[config.mk]
export PLATFORM = sky130hd
export DESIGN_NAME = zeta_mask_gen_flat
export DESIGN_NICKNAME = d
export VERILOG_FILES = /design/src/rtl/zeta_mask_gen_pkg.sv /design/src/rtl/zeta_mask_gen_if.sv /design/src/rtl/zeta_mask_gen_lfsr9_step.sv /design/src/rtl/zeta_mask_gen.sv /design/src/flat_wrapper.sv
export SDC_FILE = /design/constraint.sdc
export NUM_CORES = 1
export LEC_CHECK = 0
export ABC_AREA = 0
export CAP_MARGIN = 15
export CORE_MARGIN = 3
export CORE_UTILIZATION = 32
export DETAILED_ROUTE_END_ITERATION = 16
export HOLD_SLACK_MARGIN = 0.06
export MAX_ROUTING_LAYER = met4
export PLACE_DENSITY = 0.9
export SYNTH_ARGS = -nofsm -noshare
export SYNTH_HDL_FRONTEND = slang
export SYNTH_SLANG_ARGS = --single-unit
[constraint.sdc]
create_clock -name clk -period 1.9 [get_ports clk]
set_input_delay 0.38 -clock clk [delete_from_list [all_inputs] [get_ports clk]]
set_output_delay 0.38 -clock clk [all_outputs]
set_load 0.02 [all_outputs]
[src/rtl/zeta_mask_gen_pkg.sv]
// Shared NTT definitions: mode codes, transform geometry, LFSR constants and
// the mask-generator FSM state type.
package ntt_pkg;

  localparam logic [2:0] FORWARD_NTT_MODE = 3'd0;
  localparam logic [2:0] INVERSE_NTT_MODE = 3'd1;

  localparam int unsigned N2      = 512;
  localparam int unsigned ZW      = $clog2(N2);
  localparam int unsigned BEATS   = 64;
  localparam int unsigned ROUNDS  = 4;
  localparam int unsigned NUM_NEW = 5;
  localparam int unsigned NUM_OLD = 4;

  localparam int unsigned        LFSR_W    = 32;
  localparam logic [LFSR_W-1:0]  LFSR_TAPS = 32'h8020_0003;

  localparam int unsigned BEAT_W  = $clog2(BEATS);
  localparam int unsigned ROUND_W = $clog2(ROUNDS);
  localparam int unsigned DRAW_W  = $clog2(NUM_NEW);

  localparam logic [BEAT_W-1:0]  LAST_BEAT  = BEAT_W'(BEATS - 1);
  localparam logic [ROUND_W-1:0] LAST_ROUND = ROUND_W'(ROUNDS - 1);
  localparam logic [DRAW_W-1:0]  LAST_DRAW  = DRAW_W'(NUM_NEW - 1);

  typedef logic [ZW-1:0] zeta_t;

  typedef enum logic [1:0] {
    IDLE,
    DRAW,
    RUN,
    FIN
  } state_e;

endpackage

[src/rtl/zeta_mask_gen_if.sv]
// Control and mask bus between the transform controller (master) and the
// mask generator (slave).
interface zeta_mask_gen_if;
  import ntt_pkg::*;

  logic [2:0]        mode;
  logic              start;
  logic [LFSR_W-1:0] seed;
  logic              en;

  zeta_t zeta_new_1, zeta_new_2, zeta_new_3, zeta_new_4, zeta_new_5;
  zeta_t zeta0_old_1, zeta1_old_2, zeta2_old_3, zeta3_old_4;
  logic  zeta_valid;
  logic  busy;
  logic  done;

  modport master (
    output mode, start, seed, en,
    input  zeta_new_1, zeta_new_2, zeta_new_3, zeta_new_4, zeta_new_5,
    input  zeta0_old_1, zeta1_old_2, zeta2_old_3, zeta3_old_4,
    input  zeta_valid, busy, done
  );

  modport slave (
    input  mode, start, seed, en,
    output zeta_new_1, zeta_new_2, zeta_new_3, zeta_new_4, zeta_new_5,
    output zeta0_old_1, zeta1_old_2, zeta2_old_3, zeta3_old_4,
    output zeta_valid, busy, done
  );

endinterface

[src/rtl/zeta_mask_gen_lfsr9_step.sv]
// Combinational 9-step advance of a right-shifting Galois LFSR; shared by the
// masking blocks that need one 9-bit draw per cycle.
module lfsr9_step
  import ntt_pkg::*;
#(
  parameter int unsigned   W    = LFSR_W,
  parameter logic [W-1:0]  TAPS = LFSR_TAPS
) (
  input  logic [W-1:0] state_i,
  output logic [W-1:0] state_o
);

  logic [W-1:0] s;

  always_comb begin
    s = state_i;
    for (int unsigned i = 0; i < 9; i++) begin
      s = (s >> 1) ^ (s[0] ? TAPS : '0);
    end
    state_o = s;
  end

endmodule

[src/rtl/zeta_mask_gen.sv]
// Per-round twiddle-offset mask generator for the NTT/INTT address resolver.
// Build with ZETA_MASK_EN defined for LFSR masks; otherwise all masks are 0.
module zeta_mask_gen
  import ntt_pkg::*;
(
  input  logic            clk,
  input  logic            rst,
  zeta_mask_gen_if.slave  zm
);

  state_e               state_q, state_d;
  logic [ROUND_W-1:0]   round_q, round_d;
  logic [BEAT_W-1:0]    beat_q, beat_d;
  logic [DRAW_W-1:0]    draw_idx_q, draw_idx_d;
  logic [2:0]           mode_q, mode_d;
  logic                 valid_q, valid_d;
  logic                 busy_q, busy_d;
  logic                 done_q, done_d;

`ifdef ZETA_MASK_EN
  logic [LFSR_W-1:0]         lfsr_q, lfsr_d, lfsr_nxt;
  zeta_t [NUM_NEW-1:0]       new_q, new_d;
  zeta_t [NUM_OLD-1:0]       old_q, old_d;

  lfsr9_step #(.W(LFSR_W), .TAPS(LFSR_TAPS)) u_step (
    .state_i (lfsr_q),
    .state_o (lfsr_nxt)
  );
`endif

  always_comb begin
    state_d    = state_q;
    round_d    = round_q;
    beat_d     = beat_q;
    draw_idx_d = draw_idx_q;
    mode_d     = mode_q;
    valid_d    = valid_q;
    busy_d     = busy_q;
    done_d     = 1'b0;
`ifdef ZETA_MASK_EN
    lfsr_d     = lfsr_q;
    new_d      = new_q;
    old_d      = old_q;
`endif
    case (state_q)
      IDLE: begin
        if (zm.start && (zm.mode == FORWARD_NTT_MODE || zm.mode == INVERSE_NTT_MODE)) begin
          state_d    = DRAW;
          mode_d     = zm.mode;
          round_d    = '0;
          beat_d     = '0;
          draw_idx_d = '0;
          busy_d     = 1'b1;
`ifdef ZETA_MASK_EN
          lfsr_d     = (zm.seed == '0) ? LFSR_W'(1) : zm.seed;
          old_d      = '0;
`endif
        end
      end
      DRAW: begin
`ifdef ZETA_MASK_EN
        lfsr_d = lfsr_nxt;
        for (int unsigned i = 0; i < NUM_NEW; i++) begin
          if (draw_idx_q == DRAW_W'(i)) new_d[i] = lfsr_nxt[ZW-1:0];
        end
`endif
        if (draw_idx_q == LAST_DRAW) begin
          state_d    = RUN;
          beat_d     = '0;
          draw_idx_d = '0;
          valid_d    = 1'b1;
        end else begin
          draw_idx_d = draw_idx_q + 1'b1;
        end
      end
      RUN: begin
        if (zm.en) begin
          if (beat_q == LAST_BEAT) begin
            beat_d  = '0;
            valid_d = 1'b0;
            if (round_q == LAST_ROUND) begin
              state_d = FIN;
              done_d  = 1'b1;
            end else begin
              state_d = DRAW;
              round_d = round_q + 1'b1;
`ifdef ZETA_MASK_EN
              // new_5 is deliberately dropped: the resolver only cancels four
              old_d = new_q[NUM_OLD-1:0];
`endif
            end
          end else begin
            beat_d = beat_q + 1'b1;
          end
        end
      end
      FIN: begin
        state_d = IDLE;
        busy_d  = 1'b0;
      end
      default: state_d = IDLE;
    endcase
  end

  always_ff @(posedge clk) begin
    if (rst) begin
      state_q    <= IDLE;
      round_q    <= '0;
      beat_q     <= '0;
      draw_idx_q <= '0;
      mode_q     <= FORWARD_NTT_MODE;
      valid_q    <= 1'b0;
      busy_q     <= 1'b0;
      done_q     <= 1'b0;
`ifdef ZETA_MASK_EN
      lfsr_q     <= LFSR_W'(1);
      new_q      <= '0;
      old_q      <= '0;
`endif
    end else begin
      state_q    <= state_d;
      round_q    <= round_d;
      beat_q     <= beat_d;
      draw_idx_q <= draw_idx_d;
      mode_q     <= mode_d;
      valid_q    <= valid_d;
      busy_q     <= busy_d;
      done_q     <= done_d;
`ifdef ZETA_MASK_EN
      lfsr_q     <= lfsr_d;
      new_q      <= new_d;
      old_q      <= old_d;
`endif
    end
  end

  // Only legal transform modes may ever be latched while a transform runs.
  a_mode_legal: assert property (@(posedge clk) disable iff (rst)
    busy_q |-> (mode_q == FORWARD_NTT_MODE || mode_q == INVERSE_NTT_MODE));

`ifdef ZETA_MASK_EN
  assign zm.zeta_new_1  = new_q[0];
  assign zm.zeta_new_2  = new_q[1];
  assign zm.zeta_new_3  = new_q[2];
  assign zm.zeta_new_4  = new_q[3];
  assign zm.zeta_new_5  = new_q[4];
  assign zm.zeta0_old_1 = old_q[0];
  assign zm.zeta1_old_2 = old_q[1];
  assign zm.zeta2_old_3 = old_q[2];
  assign zm.zeta3_old_4 = old_q[3];
`else
  assign zm.zeta_new_1  = '0;
  assign zm.zeta_new_2  = '0;
  assign zm.zeta_new_3  = '0;
  assign zm.zeta_new_4  = '0;
  assign zm.zeta_new_5  = '0;
  assign zm.zeta0_old_1 = '0;
  assign zm.zeta1_old_2 = '0;
  assign zm.zeta2_old_3 = '0;
  assign zm.zeta3_old_4 = '0;
`endif

  assign zm.zeta_valid = valid_q;
  assign zm.busy       = busy_q;
  assign zm.done       = done_q;

endmodule

[src/flat_wrapper.sv]
// flat-port wrapper written by rule: the top's interface ports become plain ports
module zeta_mask_gen_flat import ntt_pkg::*;
  (clk, rst, zm_mode, zm_start, zm_seed, zm_en, zm_zeta_new_1, zm_zeta_new_2, zm_zeta_new_3, zm_zeta_new_4, zm_zeta_new_5, zm_zeta0_old_1, zm_zeta1_old_2, zm_zeta2_old_3, zm_zeta3_old_4, zm_zeta_valid, zm_busy, zm_done);
  zeta_mask_gen_if zm_i ();
  input  logic clk;
  input  logic rst;
  input wire logic [$bits(zm_i.mode)-1:0] zm_mode;
  input wire logic [$bits(zm_i.start)-1:0] zm_start;
  input wire logic [$bits(zm_i.seed)-1:0] zm_seed;
  input wire logic [$bits(zm_i.en)-1:0] zm_en;
  output wire logic [$bits(zm_i.zeta_new_1)-1:0] zm_zeta_new_1;
  output wire logic [$bits(zm_i.zeta_new_2)-1:0] zm_zeta_new_2;
  output wire logic [$bits(zm_i.zeta_new_3)-1:0] zm_zeta_new_3;
  output wire logic [$bits(zm_i.zeta_new_4)-1:0] zm_zeta_new_4;
  output wire logic [$bits(zm_i.zeta_new_5)-1:0] zm_zeta_new_5;
  output wire logic [$bits(zm_i.zeta0_old_1)-1:0] zm_zeta0_old_1;
  output wire logic [$bits(zm_i.zeta1_old_2)-1:0] zm_zeta1_old_2;
  output wire logic [$bits(zm_i.zeta2_old_3)-1:0] zm_zeta2_old_3;
  output wire logic [$bits(zm_i.zeta3_old_4)-1:0] zm_zeta3_old_4;
  output wire logic [$bits(zm_i.zeta_valid)-1:0] zm_zeta_valid;
  output wire logic [$bits(zm_i.busy)-1:0] zm_busy;
  output wire logic [$bits(zm_i.done)-1:0] zm_done;
  assign zm_i.mode = zm_mode;
  assign zm_i.start = zm_start;
  assign zm_i.seed = zm_seed;
  assign zm_i.en = zm_en;
  assign zm_zeta_new_1 = zm_i.zeta_new_1;
  assign zm_zeta_new_2 = zm_i.zeta_new_2;
  assign zm_zeta_new_3 = zm_i.zeta_new_3;
  assign zm_zeta_new_4 = zm_i.zeta_new_4;
  assign zm_zeta_new_5 = zm_i.zeta_new_5;
  assign zm_zeta0_old_1 = zm_i.zeta0_old_1;
  assign zm_zeta1_old_2 = zm_i.zeta1_old_2;
  assign zm_zeta2_old_3 = zm_i.zeta2_old_3;
  assign zm_zeta3_old_4 = zm_i.zeta3_old_4;
  assign zm_zeta_valid = zm_i.zeta_valid;
  assign zm_busy = zm_i.busy;
  assign zm_done = zm_i.done;
  zeta_mask_gen u_core (.clk(clk), .rst(rst), .zm(zm_i));
endmodule
== Word level (Yosys, flattened, before mapping) ==
Cells that the tools add are included.

* Bits of input ports: 39
* Register bits after elaboration: 16

* Add/subtract/negate cells: 3
* Reductions and logical operators: 16
* Bitwise logic cells: 3
* Equal/unequal tests: 12
* Muxes and demuxes: 26

{| class="wikitable"
|+ Operators by type and width
! operator !! count
|-
| 6-bit 2-to-1 mux || 4
|-
| 2-bit 2-to-1 mux || 9
|-
| 6-bit one-hot mux with 3 select lines || 1
|-
| 4-bit AND reduction || 3
|-
| 2-bit one-hot mux with 4 select lines || 1
|-
| 2-bit nonzero test || 4
|-
| 6-bit by 1-bit adder with 6-bit output (second input constant) || 1
|-
| 2-bit equality test (second input constant) || 3
|-
| 6-bit equality test (second input constant) || 1
|-
| 3-bit 2-to-1 mux || 2
|-
| 2-bit by 1-bit != test with 1-bit output (second input constant) || 3
|-
| 3-bit one-hot mux with 2 select lines || 1
|-
| 1-bit 2-to-1 mux || 5
|-
| 5-bit AND reduction || 1
|-
| 2-bit != test (second input constant) || 2
|-
| 1-bit one-hot mux with 2 select lines || 2
|-
| 2-bit one-hot mux with 2 select lines || 1
|-
| 2-bit AND reduction || 2
|-
| 4-bit OR reduction || 1
|-
| 3-bit by 1-bit adder with 3-bit output (second input constant) || 1
|-
| 3-bit by 1-bit equality test with 1-bit output (second input constant) || 1
|-
| 3-bit equality test (second input constant) || 1
|-
| 3-bit logical NOT || 1
|-
| 1-bit NOT || 3
|-
| other kinds (6) || 6
|}

== Depth between registers and ports, before layout ==
Gate-level depths: netlist (run 1).

* Word-level depth: 5
* Mapped depth: 6
* Depth with buffers taken out: 6

== Worst setup path before layout (run 1) ==
Ideal clock, no wire load.

* Path type: flip-flop to flip-flop
* Start: register u_core.beat_q[0]
* End: register u_core.round_q[0]
* Required time: 1.826 ns
* Setup time: 0.074 ns
* Stages on the path, launching flop included: 6
* Path slack: 0.253 ns
* Path buffers: 0
* Arrival time: 1.573 ns
* Cell sequence: dfxtp_1 > ha_1 > nand3_2 > or4_4 > or3_1 > a31oi_1

* Word-level cells in the longest chain between the ends: 3

{| class="wikitable"
|+ RTL lines
! item !! RTL line !! RTL
|-
| start, declared || zeta_mask_gen.sv:13 || <nowiki>logic [BEAT_W-1:0] beat_q, beat_d;</nowiki>
|-
| start signal, assigned || zeta_mask_gen.sv:123 || <nowiki>beat_q <= beat_d;</nowiki>
|-
| 6-bit equality test || zeta_mask_gen.sv:78 || <nowiki>if (beat_q == LAST_BEAT) begin</nowiki>
|-
| 2-bit by 1-bit != test with 1-bit output (no line) || - ||
|-
| 5-bit AND reduction (no line) || - ||
|-
| end signal, assigned || zeta_mask_gen.sv:122 || <nowiki>round_q <= round_d;</nowiki>
|-
| end, declared || zeta_mask_gen.sv:12 || <nowiki>logic [ROUND_W-1:0] round_q, round_d;</nowiki>
|}

Every way passes these cells.
A chain may end at the register's enable or synchronous reset.

== Worst setup path in the final report (run 1) ==
Same ends and word-level chain as after synthesis.

==> results by group, run 1 <==
STA
  – Final Hold Viols: 0
  – Max_slew headroom: approximately two thirds
  – Worst-margin pin slew: roughly 0.5 ns
  – Final Cycle Share: ~94%
  – Setup ws final: about 0.12 ns
  – Unrepaired setup endpoints after global routing: false
  – Layout Skew: ~0.0028 ns
  – Max Fclk: about 0.56 GHz
  – Final setup viols: 0
  – Final Max Slew Viols: 0
  – Minimum clock period: between 1.5 and 2 ns

Worst hold path
  – Tightest Hold Check Type: reg -> reg

Setup path
  – FF-to-FF path depth: 5
  – Capture point of the critical path: u_core.round_q[0]
  – Max incr delay on CP: around 0.5 ns
  – Crit path max-delay cell type: or4_4
  – Startpoint types: flop
  – R2r setup slk: between 0.1 and 0.15 ns
  – Critical path cell sequence: ha_1, nand3_2, or4_4, or3_1, a31oi_1
  – FF-to-FF Start: u_core.beat_q[0]
  – Crit Path Class: reg -> reg
  – Critical Path Start: u_core.beat_q[0]
  – CP Capture Type: flop
  – WP data arrival: around 2.0 ns
  – Reg-to-reg endpoint: u_core.round_q[0]
  – CP Max Fanout: 5
  – Data required time at the worst endpoint: roughly 2.1 ns

Floorplanning
  – Core area: between 4000 and 5000 um2
  – Die width: about 73 um
  – Die ar.: between 5000 and 6000 um2
  – Starting Density: approximately a third
  – Row count: 23
  – Io pins: about 120
  – Height of the chip: approximately 73 um

Detailed routing
  – Routed via count: roughly 1,000
  – DRC: 0
  – Post-route ant nets: 0
  – Final WL: between 2000 and 2500 um
  – Drt wl/cell: 9.40 um
  – 1st-pass router iterations: 4
  – Iter 0 DRT Violations: 93
  – Vias per cell: ~4

Clock tree
  – Post-CTS Setup Inserts: 0
  – Clock buffer depth: 2
  – CTS tree: built
  – Clk sink count: 16
  – Htree depth: 1
  – Clock root cell: clkbuf_8
  – TritonCTS Buffers: 3
  – Cts-stage hold buffer count: 0
  – Post-CTS resize count: 0
  – Clock latency on the worst-skew pair: about 0.25 ns
  – Clk slew on worst S/H paths: 0.06 ns

Status
  – Status: completed

Power and ir drop
  – Pwr Density: between 500 and 600 nW/um2
  – Total power: ~800 uW
  – Leakage Power: 0.623 nW
  – Worst ir drop on vdd: 202 uV

Global routing
  – Pin count of the biggest net entering global routing: 13
  – Initial antenna violation count: 0
  – Vias in the first global route: a little under 800
  – Gr usage total: 8.34%
  – Gr ovfl total: 0
  – First-pass GRT wire length: 3350 um

Synthesis
  – Mapped cell area: about 1500 um2
  – Cell count after synthesis: 180
  – Total of warnings raised by yosys: 0
  – Seq/Total Area, Yosys: 22.0%
  – Mapped Avg Cell Area: 8.08 um2
  – Synth cell types: 37
  – Seq cells post-synth: 16

Finish
  – Filler cells: between 400 and 500
  – Nets@finish: between 200 and 250
  – Util after Layout: 32.4%
  – Layout area overhead: -6.36%
  – Share of layout cells above drive strength 1: about a tenth
  – Antenna cell count: 0

Place
  – Gpl congestion: between 0.7 and 0.8
  – Dpl ws: -0.143 ns
  – Post-DP HPWL: about 1900 um
  – IO Port Bufs: 8

Job
  – Max Cap Viol: 0
worst min path at each step:
stage / endpoint / cells after the start / from
after floorplan: u_core.beat_q[1] / 2 / u_core.beat_q[1]
after global placement: u_core.beat_q[1] / 2 / u_core.beat_q[1]
after detailed placement: u_core.beat_q[1] / 2 / u_core.beat_q[1]
after CTS: u_core.beat_q[1] / 2 / u_core.beat_q[1]
after global routing: u_core.beat_q[1] / 2 / u_core.beat_q[1]
final: u_core.beat_q[1] / 2 / u_core.beat_q[1]
stage by stage:
step | cells | hold slack [ns] | setup TNS, ns | instance area, um2
3_3_place_gp | 240 | 0.461 | -0.0739 | 1320
2_1_floorplan | 260 | 0.449 | 0 | 1760
3_5_place_dp | 240 | 0.468 | -0.218 | 1320
6_report | 243 | 0.471 | 0 | 1360
5_1_grt | 243 | 0.521 | 0 | 1360
4_1_cts | 243 | 0.475 | 0 | 1360
logic make-up (layout without fill, tap and decap cells):
family / after synthesis / count (layout) / share of synthesized area (%)
mux: 1 / 1 / 0.688
other cells: 1 / 81 / 0.258
simple gates: 42 / 42 / 17.3
fa+ha+maj: 4 / 4 / 3.44
buf+inv: 90 / 23 / 44.3
compound gates: 26 / 26 / 12.0
flops: 16 / 16 / 22.0
state kept, by name, summed over array words and instances, names as in the netlist:
name,flops
u_core.state_q,2
u_core.round_q,2
u_core.zm.done,1
u_core.beat_q,6
u_core.zm.busy,1
u_core.draw_idx_q,3
u_core.zm.zeta_valid,1
final cells by class:
class | count | area, um2 | area share, %
inverters | 6 | 22.5 | 1.65
well taps | 50 | 62.6 | 4.59
multi-input cells | 154 | 791 | 58.0
repair buffers | 14 | 125 | 9.18
clock buffers | 3 | 41.3 | 3.03
flip-flops and latches | 16 | 320 | 23.5
metal layers:
| metal | up-vias | routed length [um] | track usage, % |
|---|---|---|---|
| li1 | 470 | - | - |
| met1 | 464 | 817 | 8.96 |
| met4 | 0 | 73 | 7.24 |
| met2 | 61 | 1170 | 13.2 |
| met3 | 5 | 225 | 1.37 |
| met5 | - | 0 | - |
critical path, delay by kind of cell (launching register included):
family,cells,cell delay [ns]
simple gates,3,0.95
flops,1,0.38
fa+ha+maj,1,0.22
compound gates,1,0.16
Yosys cell counts:
library cell,count,area share (%)
nand2_1,6,1.5
a21oi_1,5,1.7
and3_2,1,0.52
a211oi_2,1,0.86
or2b_2,1,0.60
a31o_2,1,0.60
dfxtp_1,16,22
mux2i_1,1,0.69
nand3_2,1,0.69
nand3b_1,2,1.0
buf_4,81,42
nor4b_4,1,1.6
clkbuf_1,1,0.26
a31oi_1,4,1.7
or3_2,1,0.52
or3_1,4,1.7
a22o_1,1,0.60
nor3b_1,2,1.0
a21boi_1,1,0.52
o21ai_0,5,1.7
or4_4,1,0.77
conb_1,1,0.26
and4b_1,1,0.69
inv_1,6,1.5
nor3_1,1,0.34
a2111oi_0,1,0.60
a22oi_1,2,1.0
or2_2,1,0.43
nor4_1,1,0.43
buf_2,2,0.69
nor2_1,13,3.4
nand3_1,4,1.4
a211oi_1,2,1.0
and3b_1,1,0.60
a32oi_1,1,0.60
a21boi_0,2,1.0
ha_1,4,3.4
cell usage in the layout (no fill, tap or decap), types with 2 or more instances in the layout:
cell	instances
a211oi_1	2
a21boi_0	2
inv_1	6
nor3b_1	2
o21ai_0	5
buf_4	6
conb_1	81
a31oi_1	4
ha_1	4
or3_1	4
nor2_1	13
clkdlybuf4s50_1	8
a22oi_1	2
clkbuf_8	3
dfxtp_1	16
a21oi_1	5
nand3_1	4
nand2_1	6
nand3b_1	2
report_power, final:
group | internal (mW) | switching, mW
registers | 0.341 | 0.00596
logic | 0.0294 | 0.171
clock network | 0.141 | 0.114
Note: power is estimated with default switching activity, not from simulation.
==> run 2, diff against run 1 <==
Settings changed: GPL_TIMING_DRIVEN from default to 0.
Clock period 1.9 ns to 1.7 ns, I/O delays scaled along.
==> results by group, run 2 (synthesis gave the netlist of run 1 again) <==
Status
  – Status: completed

Global routing
  – Vias in the first global route: 945
  – Initial antenna violation count: 0
  – Gr usage total: about a tenth
  – Pin count of the biggest net entering global routing: 11
  – Gr ovfl total: 0
  – First-pass GRT wire length: ~4100 um

Setup path
  – CP Max Fanout: 5
  – Top delay family on crit path: simple AND/OR/NAND/NOR gates
  – Buf/Inv on CP: 0
  – Max incr delay on CP: between 0.5 and 0.6 ns
  – WP data arrival: about 1.9 ns
  – Crit path max-delay cell type: or4_4
  – Data required time at the worst endpoint: roughly 1.9 ns
  – Critical path cell sequence: ha_4, nand3_4, or4_4, or3_1, a31oi_1
  – Startpoint types: flop
  – Crit Path Class: reg -> reg
  – CP Capture Type: flop

Place
  – Post-DP HPWL: about 2200 um
  – Gpl congestion: roughly 0.84
  – Placed cell areas: around 1900 um2
  – IO Port Bufs: 8
  – Placed insts: 318

Floorplanning
  – Core area: 4200 um2
  – Starting Density: between 30 and 40%
  – Die width: ~73 um
  – Io pins: around 120
  – Row count: 23
  – Height of the chip: 73.4 um
  – Die ar.: 5390 um2

STA
  – Unrepaired setup endpoints after global routing: true
  – Final Cycle Share: 99.6%
  – Fin Hold WS: between 0.4 and 0.5 ns
  – Minimum clock period: between 1.5 and 2 ns
  – Final setup viols: 0
  – Final Hold Viols: 0
  – Layout Skew: ~0.00073 ns
  – Max Fclk: slightly below 0.6 GHz
  – Final Max Slew Viols: 0

Finish
  – Most frequent cells in the layout: buf_4 (84), conb_1 (81), nor2_1 (13)
  – Antenna cell count: 0
  – Top reg by flops: u_core.beat_q
  – Layout area overhead: 40.7%
  – Largest regs: u_core.beat_q x6, u_core.draw_idx_q x3
  – Share of layout cells above drive strength 1: between 30% and 40%
  – Largest register FFs: 6
  – Final instance area: about 2000 um2
  – Cell Count, Final, Fillers Out: 325
  – Commonest non-fill, non-tap cell in the layout: buf_4
  – Util after Layout: slightly below 50%
  – Nets@finish: 319

Detailed routing
  – Drt wl/cell: ~9.3 um
  – Routed via count: 1,237
  – Vias per cell: about 3.8
  – 1st-pass router iterations: 5
  – DRC: 0
  – Post-route ant nets: 0
  – Iter 0 DRT Violations: 128
  – Final WL: roughly 3000 um

Power and ir drop
  – Sequential power share: 34.6%
  – Total power: between 1 and 1.5 mW
  – Worst ir drop on vdd: 263 uV
  – Net Switching: 373 uW
  – Internal Power: ~740 uW
  – Clock power frac: 31.7%
  – Net Sw Frac: about 33%
  – Pwr Density: between 500 and 600 nW/um2
  – Comb pwr share: 33.6%
  – Leakage Power: 1.10 nW

Clock tree
  – Clock root cell: clkbuf_8
  – Clock latency on the worst-skew pair: approximately 0.26 ns
  – Htree depth: 1
  – Clock buffer depth: 2
  – Clk sink count: 16
  – TritonCTS Buffers: 3
  – CTS tree: built
  – Clk slew on worst S/H paths: 0.07 ns

Worst hold path
  – Tightest Hold Check Type: reg -> reg

Job
  – Max Cap Viol: 0
## run 2: per-layer routing
| metal | share of wire (%) | GRT usage [%] | vias up |
|---|---|---|---|
| li1 | - | - | 631 |
| met1 | 35 | 9.48 | 532 |
| met2 | 53 | 18.3 | 65 |
| met3 | 8.7 | 1.23 | 9 |
| met4 | 3.0 | 5.43 | 0 |
| met5 | 0 | - | - |
## run 2: power by group through the flow
stage / clock, mW / sequential, mW / combinational (mW)
after CTS: 0.347 / 0.384 / 0.364
after global routing: 0.365 / 0.388 / 0.403
after floorplan: 0 / 0.395 / 0.329
final: 0.355 / 0.387 / 0.376
after detailed placement: 0 / 0.392 / 0.361
after global placement: 0 / 0.392 / 0.360
## run 2: worst reg2reg max path, cell delays in order, from the launching register on
cell and delay, ns:
dfxtp_4 0.37, ha_4 0.16, nand3_4 0.09, or4_4 0.51
or3_1 0.34, a31oi_1 0.15
## run 2: path summary, 6_finish.rpt
kind,cells after the start,slack [ns],from,to
setup / recovery,5,0.008,u_core.beat_q[0],u_core.round_q[0]
hold / removal,2,0.48,u_core.zm.busy,u_core.zm.busy
setup reg to reg,5,0.008,u_core.beat_q[0],u_core.round_q[0]
hold reg to reg,2,0.48,u_core.zm.busy,u_core.zm.busy
## run 2: what timing repair did
action,in CTS,in global routing
hold endpoints to repair,0,0
pin swaps,1,3
endpoints found under the setup margin,6,8
hold buffers,0,0
setup buffers,1,2
cloned,0,1
resized for setup,3,16
## run 2: cell type report
| type | count | area [um2] |
|---|---|---|
| buffer | 83 | 617 |
| clock buffer | 4 | 55.1 |
| fill | 412 | 2150 |
| inverter | 6 | 22.5 |
| multi-input combinational | 155 | 851 |
| sequential | 16 | 329 |
| tap | 50 | 62.6 |
| timing repair buffer | 11 | 110 |
## run 2: through the flow
step	setup TNS (ns)	setup slack, ns
2_1_floorplan	0	0.0526
3_3_place_gp	-1.29	-0.232
3_5_place_dp	-1.79	-0.311
4_1_cts	-0.0679	-0.0679
5_1_grt	-0.0370	-0.0370
6_report	0	0.00760
==> patch 1: new RTL, config.mk and constraints of run 2 <==
Change the package constant `ROUNDS` from 4 to 8.
--- a/src/rtl/zeta_mask_gen_pkg.sv
+++ b/src/rtl/zeta_mask_gen_pkg.sv
@@ -8,7 +8,7 @@
   localparam int unsigned N2      = 512;
   localparam int unsigned ZW      = $clog2(N2);
   localparam int unsigned BEATS   = 64;
-  localparam int unsigned ROUNDS  = 4;
+  localparam int unsigned ROUNDS  = 8;
   localparam int unsigned NUM_NEW = 5;
   localparam int unsigned NUM_OLD = 4;
 
Formal check against the unedited RTL: same outputs for any inputs over 10 cycles, from zero or initial values and one cycle with rst high; that may be too few to reach the edited logic, so the function may still have changed.
==> patch 1 against run 2 <==
The flow now finishes with violations (negative setup slack). Clock skew up 3.4 ps. Power down 1.2%. Critical path depth up 1. Area after synthesis up 3.7%. Hold slack worse by 19 ps. Sequential cell count up 1. Wire length unchanged. Cell area up 0.73%. Non-clock buffer count up 1. Worst setup slack worse by 37 ps. Largest cell class unchanged. Largest power group unchanged. Highest routed layer unchanged.
==> patch 1: results (changes against run 2) <==
Status
  • Result of the run: finished with violations
  • Failing checks: negative setup slack

Timing
  • Smallest setup slack after layout: -29.4 ps (-37.0 ps)
  • Count of final setup violators: 1 (+1)
  • Total negative slack for setup checks: -29.4 ps (-29.4 ps)
  • Post-Route Hold Slack: 460 ps (-19.4 ps)
  • Setup clock skew after layout: 4.16 ps (+3.42 ps)

Synthesis
  • Syn avg cell area: 8.11 um2 (+0.35%)
  • Post-synthesis cell type count: 38 (+2.7%)
  • Most frequent cells after synthesis: sky130_fd_sc_hd__buf_4 (81), sky130_fd_sc_hd__dfxtp_1 (17), sky130_fd_sc_hd__a21oi_1 (11)
  • Fraction of the mapped netlist area in compound gates: 11.8% (-0.26 points)
  • Dominant cells by area after synthesis: sky130_fd_sc_hd__buf_4 (40%), sky130_fd_sc_hd__dfxtp_1 (23%), sky130_fd_sc_hd__ha_1 (4.1%), sky130_fd_sc_hd__a21oi_1 (3.6%), sky130_fd_sc_hd__nand2_1 (2.2%)
  • Portion of netlist area occupied by mux cells: 0% (-0.69 points)
  • Sequential fraction of the synthesis area: 22.6% (+0.54 points)
  • Xor-xnor portion of the synthesized cell area: 0.580% (+0.58 points)

Layout
  • Layout cell share with drive strength beyond 1: 35.0% (-4.6 points)
  • Largest registers: u_core.beat_q: 6 flops, u_core.draw_idx_q: 3 flops, u_core.round_q: 3 flops

Global route
  • Tot GR Track Use: 10.1% (+0.38 points)
  • First-pass GRT wire length: 4400 um (+8.7%)
  • Via count of the first global-routing pass: 1,032 (+9.2%)

Setup path
  • Reg-to-Reg End: u_core.beat_q[5]$_SDFFE_PP0P_
  • Arrival time of data at the critical path endpoint: 1910 ps (+30 ps)
  • Critical R2R Launch: u_core.draw_idx_q[0]$_SDFFE_PP0P_
  • Slowest stage cell on the critical path: sky130_fd_sc_hd__or4_1
  • Largest stage delay on the critical path: 530 ps (+20 ps)
  • Worst Reg2Reg Path Length in Cells: 6 (+1)

Placed design
  • Number of cells after detailed placement: 325 (+2.2%)
  • Pre-CTS worst setup slack: -352 ps (-40.4 ps)
  • Weighted congestion at the end of routability-driven global placement: 0.816 (-3.0%)
  • HPWL after detailed placement: 2370 um (+6.5%)
  • Number of I/O port buffers: 7 (-1)

Detailed routing
  • Drt first-iter violations: 52 (-59%)
  • Ratio of routed vias to standard cells: 3.75 (-1.6%)
  • TritonRoute pass-1 iters: 4 (-1)

Power and ir drop
  • Leakage power total: 1.11 nW (+1.1%)

Min path
  • Launch instance of the worst min-delay path: u_core.zm.zeta_valid$_SDFFE_PP0P_
  • Min-Delay Endpoint: u_core.zm.zeta_valid$_SDFFE_PP0P_
## patch 1: cell count changes in the layout (fill, tap and decap cells not counted), moves of 3 or more
cell / run 2 / this run
sky130_fd_sc_hd__nor3_1: 1 / 5
sky130_fd_sc_hd__or3b_1: 0 / 3
sky130_fd_sc_hd__dfxtp_2: 4 / 0
sky130_fd_sc_hd__nand2b_1: 0 / 3
sky130_fd_sc_hd__ha_1: 2 / 5
sky130_fd_sc_hd__nand2_1: 6 / 9
sky130_fd_sc_hd__nor2_1: 13 / 6
sky130_fd_sc_hd__a211oi_1: 1 / 4
sky130_fd_sc_hd__a31oi_1: 4 / 1
sky130_fd_sc_hd__dfxtp_1: 11 / 17
sky130_fd_sc_hd__or3_1: 4 / 1
sky130_fd_sc_hd__a21oi_1: 5 / 10
## patch 1: critical path: cells and delay by family, from the launching register on
| kind | cells | cell delay (ps) |
|---|---|---|
| adder cells (fa/ha/maj) | 1 | 200 |
| AO/OA/AOI/OAI | 2 | 340 |
| flip-flops | 1 | 350 |
| buffers and inverters | 1 | 70 |
| AND/OR/NAND/NOR | 2 | 710 |
## patch 1: final cells by class
class / count / area, um2
buffer: 85 / 626
tap: 52 / 65.1
fill: 449 / 2380
multi-input combinational: 160 / 873
sequential: 17 / 340
clock buffer: 4 / 45.0
timing repair buffer: 10 / 97.6
inverter: 4 / 15.0
## patch 1: power breakdown
part           leakage [nW]  internal (mW)  switching [mW]
combinational         0.952          0.163           0.230
sequential            0.137          0.404         0.00468
clock                0.0228          0.166           0.135
## patch 1: routing by layer
metal	wire (um)	share of wire, %	GRT usage (%)
met5	0	0	-
met4	19	0.63	1.78
met3	218	7.2	1.60
met2	1620	54	18.6
met1	1160	38	11.6
## patch 1: worst max-delay path by stage
stage | slack (ps) | end | from
global placement | -330 | u_core.beat_q[5]$_SDFFE_PP0P_ | zm_mode[1]
floorplan | 180 | u_core.beat_q[5]$_SDFFE_PP0P_ | u_core.draw_idx_q[0]$_SDFFE_PP0P_
CTS | -50 | u_core.beat_q[5]$_SDFFE_PP0P_ | zm_mode[2]
global route | -90 | u_core.beat_q[5]$_SDFFE_PP0P_ | u_core.draw_idx_q[0]$_SDFFE_PP0P_
detailed placement | -350 | u_core.beat_q[5]$_SDFFE_PP0P_ | zm_mode[1]
finish | -30 | u_core.beat_q[5]$_SDFFE_PP0P_ | u_core.draw_idx_q[0]$_SDFFE_PP0P_
## patch 1: what timing repair did
action,in CTS,in global routing
hold endpoints to repair,0,0
pin swaps,1,2
setup endpoints to repair,4,7
resized for setup,2,7
gates cloned,0,0
setup buffers,1,2
## patch 1: stage by stage
step | util [%] | cell area (um2)
global route | 46.4 | 2060
CTS | 45.2 | 2010
floorplan | - | 1810
finish | 46.4 | 2060
detailed placement | 43.8 | 1940
global placement | 43.8 | 1940
==> patch 2: new RTL, config.mk and constraints of run 2 <==
Made on the original files. Reset style: asynchronous (`rst`), changed in one clocked block.
--- a/src/rtl/zeta_mask_gen.sv
+++ b/src/rtl/zeta_mask_gen.sv
@@ -102,7 +102,7 @@
     endcase
   end
 
-  always_ff @(posedge clk) begin
+  always_ff @(posedge clk or posedge rst) begin
     if (rst) begin
       state_q    <= IDLE;
       round_q    <= '0;
Formal check against the unedited RTL: differs if rst is asserted again (counterexample within 4 cycles, from zero or initial values and one cycle with rst high); with rst held inactive, the same outputs for 10 cycles.
==> patch 2 against run 2 <==
The run now ends with negative setup slack left. Clock skew increased by 3.0 ps. Critical path depth decreased by 1. Sequential cell count unchanged. Worst setup slack got worse by 110 ps. Cell area increased by 1.0%. Area after synthesis increased by 2.6%. Wire length decreased by 7.0%. Synthesized cell count decreased by 3.3%. First-iteration DRC count decreased by 58%. Critical endpoint is now u_core.beat_q[4]$_DFFE_PP0P_.
Power is not compared: it rests on default switching activity, and its combinational part moved more than twofold at a synthesized area within 25%.
==> patch 2: results (changes against run 2) <==
Timing
  • Smallest setup slack after layout: -107 ps (-115 ps)
  • Post-Route Hold Slack: 459 ps (-20.5 ps)
  • Count of final setup violators: 4 (+4)
  • Setup clock skew after layout: 3.75 ps (+3.02 ps)
  • Total negative slack for setup checks: -211 ps (-211 ps)

Synthesis
  • Most frequent cells after synthesis: sky130_fd_sc_hd__buf_4 (81), sky130_fd_sc_hd__dfrtp_1 (16), sky130_fd_sc_hd__nand2_1 (12)
  • Post-synthesis cell type count: 31 (-16%)
  • Post-Synth Adder-Cell Area: 3.35% (-0.086 points)
  • Dominant cells by area after synthesis: sky130_fd_sc_hd__buf_4 (41%), sky130_fd_sc_hd__dfrtp_1 (27%), sky130_fd_sc_hd__ha_1 (3.4%), sky130_fd_sc_hd__nand2_1 (3.0%), sky130_fd_sc_hd__mux2i_1 (2.7%)
  • Predominant post-synthesis flop cell: sky130_fd_sc_hd__dfrtp_1

Global route
  • Via count of the first global-routing pass: 991 (+4.9%)
  • Global-route track usage on met2: 18.1% (-0.16 points)
  • Met1 track utilization from global routing: 9.34% (-0.14 points)

Status
  • Result of the run: finished with violations
  • Failing checks: negative setup slack

Layout
  • Area of combinational cells with multiple inputs: 802 um2 (-5.7%)
  • Register fraction of the total cell area: 19.4% (+3.3 points)
  • Relative area of clock buffers and inverters in the final design: 2.00% (-0.69 points)
  • Share of final layout cell area taken by non-clock buffers: 35.6% (+0.12 points)

Min path
  • Worst min path class: primary input to async pin

Setup path
  • Reg-to-Reg End: u_core.beat_q[4]$_DFFE_PP0P_
  • CP startpoint: u_core.state_q[0]$_DFFE_PP0P_
  • Arrival time of data at the critical path endpoint: 1990 ps (+110 ps)

Detailed routing
  • Ratio of routed vias to standard cells: 3.66 (-3.9%)
  • Total routed wire length on the met1 layer: 914 um (-14%)
  • Sum of routed wire length over all layers: 2800 um (-7.0%)
==> patch 2: logic make-up after synthesis <==
family	after synthesis
AOI/OAI and AO/OA	20
xor gates and xnor gates	1
buffers and inverters	89
muxes	5
DFF	16
adders and majority gates	4
other	1
and+or+nand+nor	38
==> patch 2: per-stage QoR <==
step / utilization [%] / cell area, um2 / instances / worst slack, ps
final: 46.5 / 2070 / 323 / -107
after global routing: 46.5 / 2070 / 323 / -155
after CTS: 45.4 / 2020 / 322 / -115
after detailed placement: 43.6 / 1940 / 314 / -555
after global placement: 43.6 / 1940 / 314 / -509
after floorplan: - / 1790 / 254 / -34.7
==> patch 2: worst register-to-register path, cell delays in order, from the launching register on <==
cell	delay, ps
sky130_fd_sc_hd__dfrtp_1	390
sky130_fd_sc_hd__or4b_4	550
sky130_fd_sc_hd__o221a_4	320
sky130_fd_sc_hd__or4_1	400
sky130_fd_sc_hd__nand3_1	80
